$ cat src/rtl/ysyx_25040129_icache_if.sv
// IFU-side read channel and AXI4 burst-read channel of the instruction cache.
// The cache is the slave on the IFU side and the master on the memory side.
interface ysyx_25040129_icache_if;
  logic [31:0] araddr;
  logic        arvalid;
  logic        arready;
  logic [31:0] rdata;
  logic [1:0]  rresp;
  logic        rvalid;
  logic        rready;

  modport master (output araddr, arvalid, rready, input arready, rdata, rresp, rvalid);
  modport slave  (input araddr, arvalid, rready, output arready, rdata, rresp, rvalid);
endinterface

interface ysyx_25040129_icache_mem_if;
  logic [31:0] araddr;
  logic [7:0]  arlen;
  logic [2:0]  arsize;
  logic [1:0]  arburst;
  logic        arvalid;
  logic        arready;
  logic [31:0] rdata;
  logic [1:0]  rresp;
  logic        rlast;
  logic        rvalid;
  logic        rready;

  modport master (output araddr, arlen, arsize, arburst, arvalid, rready,
                  input arready, rdata, rresp, rlast, rvalid);
  modport slave  (input araddr, arlen, arsize, arburst, arvalid, rready,
                  output arready, rdata, rresp, rlast, rvalid);
endinterface

$ cat src/rtl/ysyx_25040129_icache.sv
// Direct-mapped, read-only instruction cache: 1-cycle hits, whole-line AXI4 INCR refill.
// LINE_WORDS must be at least 2 (the word counter needs one bit).
module ysyx_25040129_icache #(
  parameter int NLINES     = 16,
  parameter int LINE_WORDS = 4
) (
  input  logic clk,
  input  logic rst,
  input  logic fence_i,
  ysyx_25040129_icache_if.slave      ifu,
  ysyx_25040129_icache_mem_if.master mem
);
  localparam int OFF_W = $clog2(LINE_WORDS * 4);
  localparam int WRD_W = $clog2(LINE_WORDS);
  localparam int IDX_W = $clog2(NLINES);
  localparam int TAG_W = 32 - OFF_W - IDX_W;

  typedef enum logic [2:0] {IDLE, LOOKUP, MISS_AR, REFILL, RESP} state_t;

  state_t            state, state_nxt;
  logic [31:2]       req_addr;
  logic [NLINES-1:0] valid;
  logic [TAG_W-1:0]  tags [NLINES];
  logic [31:0]       data [NLINES][LINE_WORDS];
  logic [WRD_W-1:0]  cnt;
  logic [31:0]       resp_data;
  logic [1:0]        resp_code, err_code, beat_code;
  logic              fence_seen;

  logic [IDX_W-1:0]  idx;
  logic [TAG_W-1:0]  tag;
  logic [WRD_W-1:0]  off;
  logic              hit, beat, last_k, proto_err;
  logic [31:0]       hit_word;

  assign idx      = req_addr[OFF_W +: IDX_W];
  assign tag      = req_addr[31 -: TAG_W];
  assign off      = req_addr[2 +: WRD_W];
  assign hit      = valid[idx] && (tags[idx] == tag);
  assign hit_word = data[idx][off];
  assign beat     = (state == REFILL) && mem.rvalid;
  assign last_k   = (cnt == WRD_W'(LINE_WORDS - 1));
  // rlast must coincide exactly with the last expected beat; early or missing rlast is an error
  assign proto_err = (mem.rlast != last_k);
  assign beat_code = (err_code != 2'b00)   ? err_code :
                     (mem.rresp != 2'b00)  ? mem.rresp :
                     proto_err             ? 2'b10 : 2'b00;

  assign mem.araddr  = {req_addr[31:OFF_W], {OFF_W{1'b0}}};
  assign mem.arlen   = 8'(LINE_WORDS - 1);
  assign mem.arsize  = 3'b010;
  assign mem.arburst = 2'b01;

  always_ff @(posedge clk or negedge rst) begin
    if (!rst) state <= IDLE;
    else      state <= state_nxt;
  end

  always_comb begin
    state_nxt   = state;
    ifu.arready = 1'b0;
    ifu.rvalid  = 1'b0;
    ifu.rdata   = resp_data;
    ifu.rresp   = 2'b00;
    mem.arvalid = 1'b0;
    mem.rready  = 1'b0;
    case (state)
      IDLE: begin
        ifu.arready = 1'b1;
        if (ifu.arvalid) state_nxt = LOOKUP;
      end
      LOOKUP: begin
        if (hit) begin
          ifu.rvalid = 1'b1;
          ifu.rdata  = hit_word;
          state_nxt  = ifu.rready ? IDLE : RESP;
        end else begin
          state_nxt = MISS_AR;
        end
      end
      MISS_AR: begin
        mem.arvalid = 1'b1;
        if (mem.arready) state_nxt = REFILL;
      end
      REFILL: begin
        mem.rready = 1'b1;
        if (mem.rvalid && mem.rlast) state_nxt = RESP;
      end
      RESP: begin
        ifu.rvalid = 1'b1;
        ifu.rresp  = resp_code;
        if (ifu.rready) state_nxt = IDLE;
      end
      default: state_nxt = IDLE;
    endcase
  end

  always_ff @(posedge clk or negedge rst) begin
    if (!rst) begin
      req_addr   <= '0;
      valid      <= '0;
      cnt        <= '0;
      resp_data  <= '0;
      resp_code  <= 2'b00;
      err_code   <= 2'b00;
      fence_seen <= 1'b0;
    end else begin
      if (state == IDLE && ifu.arvalid) req_addr <= ifu.araddr[31:2];
      if (state == LOOKUP) begin
        if (hit) resp_data <= hit_word;
        resp_code  <= 2'b00;
        err_code   <= 2'b00;
        fence_seen <= fence_i;
      end
      if ((state == MISS_AR || state == REFILL) && fence_i) fence_seen <= 1'b1;
      if (beat) begin
        cnt      <= cnt + 1'b1;
        err_code <= beat_code;
        if (cnt == off) resp_data <= mem.rdata;
        if (mem.rlast) begin
          cnt       <= '0;
          resp_code <= beat_code;
        end
      end
      // the victim line is dropped before refill overwrites its words
      if (fence_i)
        valid <= '0;
      else if (state == LOOKUP && !hit)
        valid[idx] <= 1'b0;
      else if (beat && mem.rlast && beat_code == 2'b00 && !fence_seen)
        valid[idx] <= 1'b1;
    end
  end

  always_ff @(posedge clk) begin
    if (beat) data[idx][cnt] <= mem.rdata;
    if (beat && mem.rlast) tags[idx] <= tag;
  end
endmodule

$ cat src/flat_wrapper.sv
// flat-port wrapper written by rule: the top's interface ports become plain ports
module ysyx_25040129_icache_flat 
#(
  parameter int NLINES     = 16,
  parameter int LINE_WORDS = 4
)
  (clk, rst, fence_i, ifu_araddr, ifu_arvalid, ifu_rready, ifu_arready, ifu_rdata, ifu_rresp, ifu_rvalid, mem_araddr, mem_arlen, mem_arsize, mem_arburst, mem_arvalid, mem_rready, mem_arready, mem_rdata, mem_rresp, mem_rlast, mem_rvalid);
  ysyx_25040129_icache_if ifu_i ();
  ysyx_25040129_icache_mem_if mem_i ();
  input  logic clk;
  input  logic rst;
  input  logic fence_i;
  input wire logic [$bits(ifu_i.araddr)-1:0] ifu_araddr;
  input wire logic [$bits(ifu_i.arvalid)-1:0] ifu_arvalid;
  input wire logic [$bits(ifu_i.rready)-1:0] ifu_rready;
  output wire logic [$bits(ifu_i.arready)-1:0] ifu_arready;
  output wire logic [$bits(ifu_i.rdata)-1:0] ifu_rdata;
  output wire logic [$bits(ifu_i.rresp)-1:0] ifu_rresp;
  output wire logic [$bits(ifu_i.rvalid)-1:0] ifu_rvalid;
  output wire logic [$bits(mem_i.araddr)-1:0] mem_araddr;
  output wire logic [$bits(mem_i.arlen)-1:0] mem_arlen;
  output wire logic [$bits(mem_i.arsize)-1:0] mem_arsize;
  output wire logic [$bits(mem_i.arburst)-1:0] mem_arburst;
  output wire logic [$bits(mem_i.arvalid)-1:0] mem_arvalid;
  output wire logic [$bits(mem_i.rready)-1:0] mem_rready;
  input wire logic [$bits(mem_i.arready)-1:0] mem_arready;
  input wire logic [$bits(mem_i.rdata)-1:0] mem_rdata;
  input wire logic [$bits(mem_i.rresp)-1:0] mem_rresp;
  input wire logic [$bits(mem_i.rlast)-1:0] mem_rlast;
  input wire logic [$bits(mem_i.rvalid)-1:0] mem_rvalid;
  assign ifu_i.araddr = ifu_araddr;
  assign ifu_i.arvalid = ifu_arvalid;
  assign ifu_i.rready = ifu_rready;
  assign ifu_arready = ifu_i.arready;
  assign ifu_rdata = ifu_i.rdata;
  assign ifu_rresp = ifu_i.rresp;
  assign ifu_rvalid = ifu_i.rvalid;
  assign mem_araddr = mem_i.araddr;
  assign mem_arlen = mem_i.arlen;
  assign mem_arsize = mem_i.arsize;
  assign mem_arburst = mem_i.arburst;
  assign mem_arvalid = mem_i.arvalid;
  assign mem_rready = mem_i.rready;
  assign mem_i.arready = mem_arready;
  assign mem_i.rdata = mem_rdata;
  assign mem_i.rresp = mem_rresp;
  assign mem_i.rlast = mem_rlast;
  assign mem_i.rvalid = mem_rvalid;
  ysyx_25040129_icache #(.NLINES(NLINES), .LINE_WORDS(LINE_WORDS)) u_core (.clk(clk), .rst(rst), .fence_i(fence_i), .ifu(ifu_i), .mem(mem_i));
endmodule
$ cat config.mk
export PLATFORM = sky130hd
export DESIGN_NAME = ysyx_25040129_icache_flat
export DESIGN_NICKNAME = d
export VERILOG_FILES = /design/src/rtl/ysyx_25040129_icache_if.sv /design/src/rtl/ysyx_25040129_icache.sv /design/src/flat_wrapper.sv
export SDC_FILE = /design/constraint.sdc
export NUM_CORES = 2
export LEC_CHECK = 0
export CAP_MARGIN = 10
export CORE_MARGIN = 2
export CORE_UTILIZATION = 60
export DETAILED_ROUTE_END_ITERATION = 10
export PLACE_DENSITY = 0.76
export SLEW_MARGIN = 20
export SYNTH_ARGS = -nofsm -noshare
export SYNTH_HDL_FRONTEND = slang
export SYNTH_SLANG_ARGS = --single-unit
$ cat constraint.sdc
create_clock -name clk -period 5.5 [get_ports clk]
set_clock_uncertainty 0.2 [all_clocks]
set_input_delay 0.55 -clock clk [delete_from_list [all_inputs] [get_ports clk]]
set_output_delay 0.55 -clock clk [all_outputs]
set_load 0.03 [all_outputs]
==> flow_summary.ini <==
[run_status]
status = finished clean

[finish]
fillCellCount = 9466
final_cells = 7200
final_cell_area_um2 = 110000
area_delta_synth_final_pct = 13.3
regArea_um2 = 75200
multiInputGateArea_um2 = 21100
drive_above_1_share = 0.266
final_nets = 4912

[die]
dieArea_um2 = 165000
rows = 147
start_util = 0.605
die_w_um = 407
io_pins = 157
die_y_um = 407
core-area_um2 = 161000

[critical_path]
worstPathArrival_ns = 4.71
start_kind = flop
path_class = flop to output pin
cp_common_cell = buf_4
r2r-end = u_core.data[2][85]
crit_slowest_cell = nor2_1
ff2ff_path_depth = 8
r2r_slack_ns = 1.12
worst-path-buf-inv = 4
critPathRequiredTime_ns = 4.75
cp-end-kind = output pin
path_max_fanout = 19
reg2reg_from = u_core.req_addr[7]
max_stage_delay_ns = 0.60
worst_path_dominant_cell_family = buffers and inverters
path_cells = buf_4 -> buf_6 -> buf_4 -> mux4_2 -> a22oi_1 -> a21oi_1 -> nor2_1 -> o221ai_1 -> nand3_1 -> o21ai_1 -> buf_4

[synthesis]
ys_types = 66
syn_area_um2 = 97300
synthFlopType = edfxtp_1
yosysWarnings = 0
synth-edff-count = 2432
ys_seq_area_frac = 0.773
synth.top_cell.area_share = 0.751
avgSynthCellArea_um2 = 21.5
async_reset_ff_frac = 0.0349
yosys.area.top_type = edfxtp_1
synth_cells = 4532
synth-seq-cells = 2520
synth_area_leaders = edfxtp_1, mux4_2, dfrtp_1

[detailed_routing]
num_vias = 50000
firstDrtPassIters = 8
wl_um = 249000
drtAntennaViolNets = 0
wl_per_cell_um = 34.6
drt_iter0_markers = 7363
drcViolationCount = 0
via_per_inst = 6.95

[cts]
cts_tree = done
clkTransAtPathRegs_ns = 0.07
cts_buffer_depth = 3
htree_levels = 4
clock_sinks = 2520
clkLatencyLatePin_ns = 0.85
clockRootBuffer = clkbuf_16
cts_buffers = 231

[timing]
hold_viol_final = 0
setup_slack_ns = 0.0440
setup_violations = 0
fmax_mhz = 183
drv_slew = 0
slew_headroom = 0.238
finalSetupTns_ns = 0
period_needed_ns = 5.46
worst_pin_slew_ns = 1.14
post-route-period-util = 0.992

[power]
pwr-share-comb = 0.301
worst_ir_drop_vdd_mv = 0.515
p_per_area_nw_per_um2 = 500
cellLeakagePower_nw = 34.7
pwr-share-seq = 0.411
switching_share = 0.313
power.switching_w = 0.0172
intPower_w = 0.0378
clock_power_share = 0.288
power_w = 0.0551

[placement]
place_ws_ns = 0.340
place_hpwl_um = 126000
numPortBuffers = 137
place_area_um2 = 102000
dp_cells = 6733
place.gp.congestion = 0.842

[hold_path]
hp-class = input pin to flop
hold_path_end = u_core.resp_data[5]
hold_depth = 3
holdCritStartpoint = mem_rdata[5]

[grt]
antenna_found_initial = 11
grt_pass1_vias = 50600
grt_start_max_net_pins = 165
grt_pass1_wl_um = 354000
grt_overflow_total = 0
grt_util_all_layers = 0.304

[run]
cap_violations = 0
## routing by layer
layer,vias up,GRT usage,share of wire
li1,19700,-,-
met1,26200,0.408,0.35
met2,3589,0.489,0.49
met3,562,0.0634,0.11
met4,8,0.133,0.047
met5,-,0,0.00020
## state kept, by name (all words and copies together) (netlist names)
| name | cells |
|---|---|
| u_core.cnt | 2 |
| u_core.data | 2048 |
| u_core.err_code | 2 |
| u_core.fence_seen | 1 |
| u_core.req_addr | 30 |
| u_core.resp_code | 2 |
| u_core.resp_data | 32 |
| u_core.state | 3 |
| u_core.tags | 384 |
| u_core.valid | 16 |
## synth_stat cells (all sizes together) (3+ instances only)
| library cell | instances |
|---|---|
| edfxtp | 2432 |
| mux4 | 582 |
| buf | 161 |
| clkbuf | 152 |
| nor2 | 145 |
| a22oi | 138 |
| nand2 | 114 |
| dfrtp | 88 |
| mux2i | 87 |
| a21oi | 82 |
| a22o | 78 |
| a221oi | 74 |
| o21ai | 62 |
| inv | 50 |
| nand3 | 40 |
| o211ai | 34 |
| o221ai | 32 |
| xnor2 | 22 |
| a31oi | 19 |
| mux2 | 18 |
| nor2b | 12 |
| a211oi | 10 |
| and2 | 10 |
| nor3 | 9 |
| a2111oi | 8 |
| o31a | 7 |
| nand2b | 6 |
| nor4 | 6 |
| and3 | 4 |
| ha | 4 |
| o22ai | 4 |
| xor2 | 4 |
| a21o | 3 |
| a2bb2oi | 3 |
| o21a | 3 |
| or2 | 3 |
## worst register-to-register path: stages, from the launching register on
cell,delay (ns)
dfrtp_4,0.57
buf_12,0.18
buf_16,0.17
buf_4,0.20
nor2_4,0.18
buf_4,0.61
nand2_1,0.57
nor2_4,0.91
buf_4,0.47
## what timing repair did
item                                   4_1_cts  5_1_grt
buffers inserted                             8       14
gates cloned                                 2        3
setup endpoints to repair                   33       33
hold buffers                                 1        0
endpoints found under the hold margin       54        0
pin swaps                                    0        5
gates resized for setup                     22       27
## cell usage in the layout (no fill, tap or decap), types with 16 or more instances in the layout
cell	Yosys	final
a22oi_1	138	138
mux4_2	582	582
a31oi_1	19	19
conb_1	2	17
nand3_1	40	37
edfxtp_1	2432	2432
clkinv_1	0	55
mux2i_1	87	84
mux2_2	16	16
inv_1	50	50
nor2_1	145	59
a22o_1	78	78
clkinv_2	0	43
a221oi_1	74	73
buf_4	55	242
o21ai_1	33	34
clkbuf_16	0	239
a21oi_1	82	82
o221ai_1	32	32
o21ai_0	29	28
dfrtp_1	88	85
buf_12	1	27
nand2_1	114	114
clkbuf_1	151	58
nor2_4	0	83
clkdlybuf4s50_1	0	71
xnor2_1	22	20
o211ai_1	34	34
bufinv_16	0	20
## cell type report
type / count / area share
Antenna cell: 4 / 0.0000908
Clock buffer: 296 / 0.0558
Clock inverter: 139 / 0.0118
Inverter: 50 / 0.00170
Multi-Input combinational cell: 1664 / 0.191
Sequential cell: 2520 / 0.683
Tap cell: 2160 / 0.0245
Timing Repair Buffer: 367 / 0.0320
## through the flow
step / utilization / hold WS [ns]
final: 0.686 / 0.0333
after global routing: 0.686 / 0.0343
after CTS: 0.683 / 0.0241
after detailed placement: 0.635 / 0.330
after global placement: 0.635 / 0.323
after floorplan: - / 0.0544
## power by group through the flow
stage	Sequential [W]	Clock [W]	Combinational, W
final	0.0226	0.0159	0.0166
after global routing	0.0227	0.0167	0.0173
after CTS	0.0226	0.0160	0.0162
after detailed placement	0.0231	0	0.0156
after global placement	0.0231	0	0.0154
after floorplan	0.0227	0	0.0105
## worst max-delay path by stage
stage	start	to	slack [ns]	cells past startpoint
6_report	u_core.req_addr[4]	ifu_rdata[2]	0.04	11
5_1_grt	u_core.req_addr[5]	ifu_rdata[27]	-0.02	14
4_1_cts	u_core.req_addr[7]	ifu_rdata[17]	0.02	11
3_5_place_dp	u_core.req_addr[5]	ifu_rdata[17]	0.34	13
3_3_place_gp	u_core.req_addr[5]	ifu_rdata[17]	0.39	13
2_1_floorplan	u_core.req_addr[7]	u_core.data[2][0]	1.26	10
## cell families after synthesis
family                     Yosys count  synth area share
adders and majority gates            4          0.000514
and+or+nand+nor                    358            0.0160
DFF                               2520             0.773
AOI/OAI and AO/OA                  572            0.0437
other                                2         0.0000772
xor gates and xnor gates            26           0.00234
buffers and inverters              363            0.0185
muxes                              687             0.146
Power figures use the tool's default switching activity.
